<file path="config.mk">
export PLATFORM = sky130hd
export DESIGN_NAME = fir_stream_filter
export DESIGN_NICKNAME = d
export VERILOG_FILES = /design/src/rtl/fir_pkg.sv /design/src/rtl/fir_tap_mac.sv /design/src/rtl/fir_stream_filter.sv
export SDC_FILE = /design/constraint.sdc
export NUM_CORES = 2
export LEC_CHECK = 0
export BUFFER_PORTS_ARGS = -buffer_cell sky130_fd_sc_hd__buf_4
export CAP_MARGIN = 5
export CORE_ASPECT_RATIO = 0.75
export CORE_MARGIN = 3
export CORE_UTILIZATION = 35
export CTS_BUF_LIST = sky130_fd_sc_hd__clkbuf_8
export DETAILED_ROUTE_END_ITERATION = 16
export PLACE_DENSITY = 0.47
export SLEW_MARGIN = 20
export SYNTH_ARGS = -nofsm -noshare
export SYNTH_HDL_FRONTEND = slang
export SYNTH_SLANG_ARGS = --single-unit
</file>
<file path="constraint.sdc">
create_clock -name clk -period 6.2 [get_ports clk]
set_clock_uncertainty 0.15 [all_clocks]
set_input_delay 0 -clock clk [delete_from_list [all_inputs] [get_ports clk]]
set_output_delay 0 -clock clk [all_outputs]
set_load 0.02 [all_outputs]
</file>
<file path="src/rtl/fir_pkg.sv">
`default_nettype none
// ============================================================================
// fir_pkg : shared defaults and coefficient reset values for the FIR filter
// Revision: 1.0
// ============================================================================
package fir_pkg;

    localparam int FIR_DATA_W_DEF = 16;
    localparam int FIR_NTAPS_DEF  = 4;
    localparam int FIR_COEF_W_DEF = 8;

    // Reset value of coefficient k is k+1, clipped to the largest COEF_W value.
    function automatic int unsigned coef_reset_val(input int k, input int coef_w);
        longint unsigned max_v;
        longint unsigned val;
        max_v = (longint'(1) << coef_w) - 1;
        val   = longint'(k) + 1;
        return (val > max_v) ? int'(max_v) : int'(val);
    endfunction

endpackage
`default_nettype wire

</file>
<file path="src/rtl/fir_tap_mac.sv">
`default_nettype none
// ============================================================================
// fir_tap_mac : one tap's registered multiply (S1 product register)
// Revision: 1.0
// ============================================================================
module fir_tap_mac
    import fir_pkg::*;
#(
    parameter int DATA_W = FIR_DATA_W_DEF,
    parameter int COEF_W = FIR_COEF_W_DEF
) (
    input  logic                       clk,
    input  logic                       rst,
    input  logic                       en_i,
    input  logic [DATA_W-1:0]          x_i,
    input  logic [COEF_W-1:0]          c_i,
    output logic [DATA_W+COEF_W-1:0]   prod_o
);

    localparam int PROD_W = DATA_W + COEF_W;

    logic [PROD_W-1:0] prod_q;
    logic [PROD_W-1:0] prod_d;

    assign prod_d = PROD_W'(x_i) * PROD_W'(c_i);

    always_ff @(posedge clk) begin
        if (rst) begin
            prod_q <= '0;
        end else if (en_i) begin
            prod_q <= prod_d;
        end
    end

    assign prod_o = prod_q;

endmodule
`default_nettype wire

</file>
<file path="src/rtl/fir_stream_filter.sv">
`default_nettype none
// ============================================================================
// fir_stream_filter : streaming unsigned FIR, 2-stage pipeline, valid/ready
// Revision: 1.0
// ============================================================================
module fir_stream_filter
    import fir_pkg::*;
#(
    parameter int DATA_W = FIR_DATA_W_DEF,
    parameter int NTAPS  = FIR_NTAPS_DEF,
    parameter int COEF_W = FIR_COEF_W_DEF,
    parameter int OUT_W  = DATA_W + COEF_W + $clog2(NTAPS)
) (
    input  logic                      clk,
    input  logic                      rst,
    input  logic [DATA_W-1:0]         in_data,
    input  logic                      in_valid,
    output logic                      in_ready,
    output logic [OUT_W-1:0]          out_data,
    output logic                      out_valid,
    input  logic                      out_ready,
    input  logic                      coef_we,
    input  logic [$clog2(NTAPS)-1:0]  coef_addr,
    input  logic [COEF_W-1:0]         coef_wdata,
    input  logic                      clear
);

    localparam int ADDR_W = $clog2(NTAPS);
    localparam int PROD_W = DATA_W + COEF_W;

    logic [NTAPS-1:0][DATA_W-1:0] x_q;
    logic [NTAPS-1:0][DATA_W-1:0] x_d;
    logic [NTAPS-1:0][COEF_W-1:0] c_q;
    logic [NTAPS-1:0][PROD_W-1:0] prod_q;
    logic                         s1_valid_q;
    logic                         out_valid_q;
    logic [OUT_W-1:0]             out_data_q;
    logic [OUT_W-1:0]             sum_d;
    logic                         advance;
    logic                         accept;

    assign advance  = !out_valid_q || out_ready;
    assign in_ready = advance && !rst;
    assign accept   = in_valid && in_ready;

    // Products are formed from the post-shift delay line so S1 sees the new sample.
    always_comb begin
        x_d = x_q;
        if (clear) begin
            x_d = '0;
            if (accept) begin
                x_d[0] = in_data;
            end
        end else if (accept) begin
            x_d[0] = in_data;
            for (int k = 1; k < NTAPS; k++) begin
                x_d[k] = x_q[k-1];
            end
        end
    end

    always_ff @(posedge clk) begin
        if (rst) begin
            x_q <= '0;
        end else begin
            x_q <= x_d;
        end
    end

    always_ff @(posedge clk) begin
        if (rst) begin
            for (int k = 0; k < NTAPS; k++) begin
                c_q[k] <= COEF_W'(coef_reset_val(k, COEF_W));
            end
        end else begin
            for (int k = 0; k < NTAPS; k++) begin
                if (coef_we && coef_addr == ADDR_W'(k)) begin
                    c_q[k] <= coef_wdata;
                end
            end
        end
    end

    generate
        for (genvar k = 0; k < NTAPS; k++) begin : g_tap
            fir_tap_mac #(
                .DATA_W (DATA_W),
                .COEF_W (COEF_W)
            ) u_mac (
                .clk    (clk),
                .rst    (rst),
                .en_i   (advance),
                .x_i    (x_d[k]),
                .c_i    (c_q[k]),
                .prod_o (prod_q[k])
            );
        end
    endgenerate

    always_ff @(posedge clk) begin
        if (rst) begin
            s1_valid_q <= 1'b0;
        end else if (advance) begin
            s1_valid_q <= accept;
        end
    end

    always_comb begin
        sum_d = '0;
        for (int k = 0; k < NTAPS; k++) begin
            sum_d = sum_d + OUT_W'(prod_q[k]);
        end
    end

    always_ff @(posedge clk) begin
        if (rst) begin
            out_valid_q <= 1'b0;
            out_data_q  <= '0;
        end else if (advance) begin
            out_valid_q <= s1_valid_q;
            out_data_q  <= sum_d;
        end
    end

    assign out_valid = out_valid_q;
    assign out_data  = out_data_q;

endmodule
`default_nettype wire

</file>
# == After elaboration in Yosys (flattened, before gate mapping) ==
# Index checks and enable logic that the tools add are counted.
# totals
ff_bits,220
in_bits,32
out_inout_bits,28
# op_classes
n_addsub,3
mul,4
eq_ne,3
muxes,3
reduce_logical,10
# op_table
cell,n
2-to-1 mux 64 bit,2
multiplier 16 x 8 -> 24 bit,4
adder 25 x 24 -> 26 bit,1
adder 26 x 24 -> 26 bit,1
adder 24 x 24 -> 25 bit,1
2-to-1 mux 16 bit,1
logical AND 1 bit,6
"== test 2 bit, second input constant",2
"== test 2 x 1 -> 1 bit, second input constant",1
zero test 1 bit,2
zero test 2 bit,1
logical OR 1 bit,1

# == Depth between registers and ports, before layout ==
# logic_depth
word_depth,7
mapped_depth,26

# == Modules after synthesis ==
# Synthesis repeated with hierarchy kept, for this count alone.
# hier_totals
cells_unflattened,3203
hier_area_um2,27460.1
# modules_own_cells
module,instances,cells_each,area_per_inst_um2,seq_area_each_um2
fir_stream_filter,1,883,7284.5,2482.4
fir_tap_mac (g_tap[3].u_mac),1,587,5103.6,480.5
fir_tap_mac (g_tap[2].u_mac),1,584,5089.9,480.5
fir_tap_mac (g_tap[0].u_mac),1,585,5032.3,480.5
fir_tap_mac (g_tap[1].u_mac),1,564,4949.7,480.5

# == Least setup slack after synthesis ==
# No wires, ideal clock.
# synth_path
path_kind,flip-flop to flip-flop
startpoint,reg out_valid_q (netlist: out_valid)
endpoint,reg g_tap[2].u_mac.prod_q[20]
setup_time_ns,0.124
t_arrival_ns,5.268
path_slack_ns,0.657
stages_incl_launch_ff,24
n_path_buf,2
synth_period_minus_slack_ns,5.543
cell_sequence,dfxtp_1 -> nand2b_1 -> buf_4 -> nand2_4 -> inv_1 -> nand2_1 -> clkbuf_1 -> nand2_1 -> a21oi_2 -> and2_1 -> fa_1 -> fa_1 -> fa_1 -> inv_1 -> fa_1 -> inv_1 -> ha_1 -> a21oi_1 -> nand3_1 -> a221oi_4 -> nor3_1 -> a211oi_2 -> xor2_1 -> o21ai_1
# synth_via
elab_chain_len,7
# synth_lines
item,line,rtl
start: declaration,fir_stream_filter.sv:36,logic out_valid_q;
start signal: assignment,fir_stream_filter.sv:120,out_valid_q <= s1_valid_q;
zero test 1 bit (*),fir_stream_filter.sv:42,assign advance = !out_valid_q || out_ready;
logical OR 1 bit (*),fir_stream_filter.sv:42,
logical AND 1 bit,fir_stream_filter.sv:43,assign in_ready = advance && !rst;
logical AND 1 bit,fir_stream_filter.sv:44,assign accept = in_valid && in_ready;
2-to-1 mux 64 bit,fir_stream_filter.sv:54,end else if (accept) begin
2-to-1 mux 64 bit,fir_stream_filter.sv:49,if (clear) begin
multiplier 16 x 8 -> 24 bit,fir_tap_mac.sv:25,assign prod_d = PROD_W'(x_i) * PROD_W'(c_i);
end signal: assignment,fir_tap_mac.sv:31,prod_q <= prod_d;
end: declaration,fir_tap_mac.sv:22,logic [PROD_W-1:0] prod_q;
# Mark *: on every way between the ends. The rest lies on a longest branch, timed or not.
# A chain may end at the register's enable or synchronous reset.

# == Worst setup path after layout ==
# layout_path
startpoint,reg out_valid_q (netlist: out_valid)
endpoint,reg g_tap[0].u_mac.prod_q[23]
# layout_via
elab_chain_len,7
word_cells_on_any_way,8
classes_between,mul: 1; mux: 3; reduce/logical: 4
# layout_lines
item,line
zero test 1 bit (*),fir_stream_filter.sv:42
logical OR 1 bit (*),fir_stream_filter.sv:42
logical AND 1 bit,fir_stream_filter.sv:43
logical AND 1 bit,fir_stream_filter.sv:44
2-to-1 mux 64 bit / 2-to-1 mux 16 bit (equally long branches),"fir_stream_filter.sv:54, fir_stream_filter.sv:51"
2-to-1 mux 64 bit,fir_stream_filter.sv:49
multiplier 16 x 8 -> 24 bit,fir_tap_mac.sv:25
end signal: assignment,fir_tap_mac.sv:31
end: declaration,fir_tap_mac.sv:22
# Marks and branches as above.

==> impl_metrics.json <==
{
  "syn_area_per_cell_um2": 8.65,
  "clockBufferDepth": 3,
  "synth_nets": 3696,
  "maxCapViolCount": 0,
  "path_buf_inv": 6,
  "initial_core_util_pct": 35.8,
  "finalWirelength_um": 86100,
  "via_per_inst": 5.07,
  "cts_tree": "built",
  "fill_cells": 7547,
  "clk_latency_ps": 650,
  "synth_edf_count": 0,
  "antenna_found_initial": 3,
  "drc": 0,
  "worstPathRequired_ps": 6570,
  "cp_max_fo": 24,
  "dp_hpwl_um": 68200,
  "antennaDiodeCount": 0,
  "die_h_um": 245,
  "wire_per_inst_um": 20.1,
  "die_x_um": 325,
  "dpl.cell_count": 4136,
  "cp_top_family": "adder cells",
  "finalSetupViolations": 0,
  "path_class": "reg2reg",
  "critPathMaxStageDelay_ps": 560,
  "whs_endpoint": "c_q[10]",
  "synth_area_mm2": 0.0266,
  "hold_class": "in2reg",
  "min_path_cells": 4,
  "coreArea_mm2": 0.0744,
  "synth-seq-area-share_pct": 16.5,
  "drt-initial-drc-count": 1406,
  "gp_congestion": 0.879,
  "ant_nets": 0,
  "synthTopCellsByArea": "fa_1 29%, dfxtp_1 17%, ha_1 9.4%",
  "yosysMostFrequentCell": "nand2_1",
  "finalMaxSlewViolations": 0,
  "max_slew_margin_pct": 44.7,
  "place_ws_ps": 151,
  "vias": 21700,
  "layout-drive-gt1-share_pct": 10.0,
  "nNetsFinal": 3853,
  "grt_overflow": 0,
  "r2r_cells": 23,
  "yosysTopAreaCellShare_pct": 28.9,
  "tightest_slew_ps": 830,
  "cellPowerDensity_mw_per_mm2": 120,
  "r2r-end": "g_tap[0].u_mac.prod_o[23]",
  "grt_pass1_vias": 22100,
  "cts_htree_levels": 2,
  "area_growth_pct": 14.9,
  "hold_violations": 0,
  "rrSetupSlack_ps": 170,
  "irDropWorstVdd_mv": 0.117,
  "timing.rr.start": "out_valid",
  "cp_slowest_cell": "dlygate4sd3_1",
  "cts_root_buf": "clkbuf_8",
  "final_cells": 4282,
  "synthCells": 3079,
  "period_needed_ps": 6030,
  "port_buffers": 59,
  "cp-start-kind": "register",
  "firstDrtPassIters": 6,
  "crit_top_cell": "fa_1",
  "utilization_pct": 41.2,
  "cts_sinks": 220,
  "dieArea_mm2": 0.0795,
  "p_leak_nw": 14.7,
  "postSynth.asyncResetShare_pct": 0,
  "grt_pass1_wl_um": 133000,
  "worstPathCellList": "nand2b_4 -> and3_2 -> buf_12 -> nor3b_1 -> a21oi_1 -> dlygate4sd3_1 -> buf_4 -> nand2b_1 -> fa_1 -> fa_1 -> inv_1 -> fa_1 -> inv_1 -> fa_1 -> inv_1 -> ha_1 -> nand2_1 -> nor2_1 -> a211oi_2 -> o21ai_0 -> a21oi_1 -> a31oi_1 -> or3b_1",
  "final.setup.tns_ps": 0,
  "synth_common_cells": "410 x nand2_1, 398 x inv_1, 387 x and2_1, 384 x fa_1, 220 x dfxtp_1",
  "track_usage_pct": 21.5,
  "hp-start": "coef_wdata[2]",
  "rsz0062_at_grt": "true",
  "rows": 86,
  "fin_crit_sh_pct": 97.3,
  "fmax_mhz": 166,
  "yosysTopAreaCell": "fa_1",
  "synth_ff_type": "dfxtp_1",
  "netlist-cell-type-count": 83,
  "status": "finished clean",
  "setup_ws_ps": 166,
  "io_pins": 60,
  "numCtsBuffers": 43,
  "arrival_ps": 6400,
  "path_clk_slew_ps": 70,
  "ys_ff_latch": 220,
  "grt_max_degree": 65,
  "yosys_warnings": 0,
  "critPathCaptureType": "register"
}
[registers in the layout, summed over array words and instances, names as in the netlist]
name and flops:
s1_valid_q 1, g_tap.u_mac.prod_o 96, x_q 64, c_q 32, out_data 26, out_valid 1
[report_power, final]
group	switching (W)	leakage [nW]	total (W)	internal [W]
Sequential	0.0000590	1.78	0.00150	0.00144
Clock	0.000750	0.556	0.00174	0.000988
Combinational	0.000272	12.4	0.000438	0.000166
Total	0.00108	14.7	0.00368	0.00260
[worst register-to-register path: cells and delay by family (launching register included)]
family	cells	cell delay, ps
and+or+nand+nor	7	1210
buffers and inverters	6	1040
adders and majority gates	5	2340
DFF	1	370
AOI/OAI and AO/OA	5	820
[repair_timing]
| action | in CTS | in global routing |
|---|---|---|
| buffers inserted | 0 | 3 |
| setup endpoints to repair | 0 | 26 |
| endpoints found under the hold margin | 114 | 0 |
| hold buffers | 63 | 0 |
| gates resized for setup | 0 | 43 |
[logic make-up after synthesis]
logic type               synth area share, %
AO/OA/AOI/OAI                           11.8
XOR/XNOR                                2.37
flip-flops                              16.5
multiplexers                           0.418
buffers and inverters                   7.66
adder cells (fa/ha/maj)                 38.3
AND/OR/NAND/NOR                         22.9
[layer usage]
metal	wire, µm	global-route usage (%)
met1	41600	31.1
met2	37100	32.5
met3	5300	4.52
met4	2110	5.76
met5	22	0
[worst max-delay path by stage]
| stage | startpoint | to | slack, ps | cells after the start |
|---|---|---|---|---|
| finish | out_valid | g_tap[0].u_mac.prod_o[23] | 170 | 23 |
| CTS | out_valid | g_tap[0].u_mac.prod_o[23] | 40 | 23 |
| floorplan | out_valid | g_tap[2].u_mac.prod_o[20] | 660 | 23 |
| global placement | out_valid | g_tap[2].u_mac.prod_o[22] | 200 | 21 |
| global route | out_valid | g_tap[0].u_mac.prod_o[23] | -80 | 23 |
| detailed placement | out_valid | g_tap[2].u_mac.prod_o[22] | 150 | 21 |
[cell usage in the layout, fill, tap and decap left out, types with 63 or more instances in the layout]
cell	instances
dlygate4sd3_1	63
dfxtp_1	219
inv_1	409
fa_1	384
nand2_1	409
ha_1	195
nor2b_1	105
a21oi_1	189
o21ai_0	81
nor2_1	96
buf_4	169
and2_1	387
[cell type report]
class / count / area (µm²) / area share, %
clock buffers: 49 / 674 / 2.20
clock inverters: 30 / 309 / 1.01
inverters: 398 / 1490 / 4.88
multi-input cells: 2335 / 20400 / 66.8
flip-flops and latches: 220 / 4410 / 14.4
well taps: 1012 / 1270 / 4.14
repair buffers: 238 / 2020 / 6.59
[metrics by stage]
stage / hold WS [ps] / area (µm²) / power, W
2_1_floorplan: -26.0 / 26600 / 0.00174
3_3_place_gp: 143 / 28700 / 0.00192
3_5_place_dp: 140 / 28700 / 0.00192
4_1_cts: 44.7 / 30300 / 0.00371
5_1_grt: 93.5 / 30600 / 0.00383
6_report: 103 / 30600 / 0.00368
No activity file was read; power rests on OpenSTA's default activity.
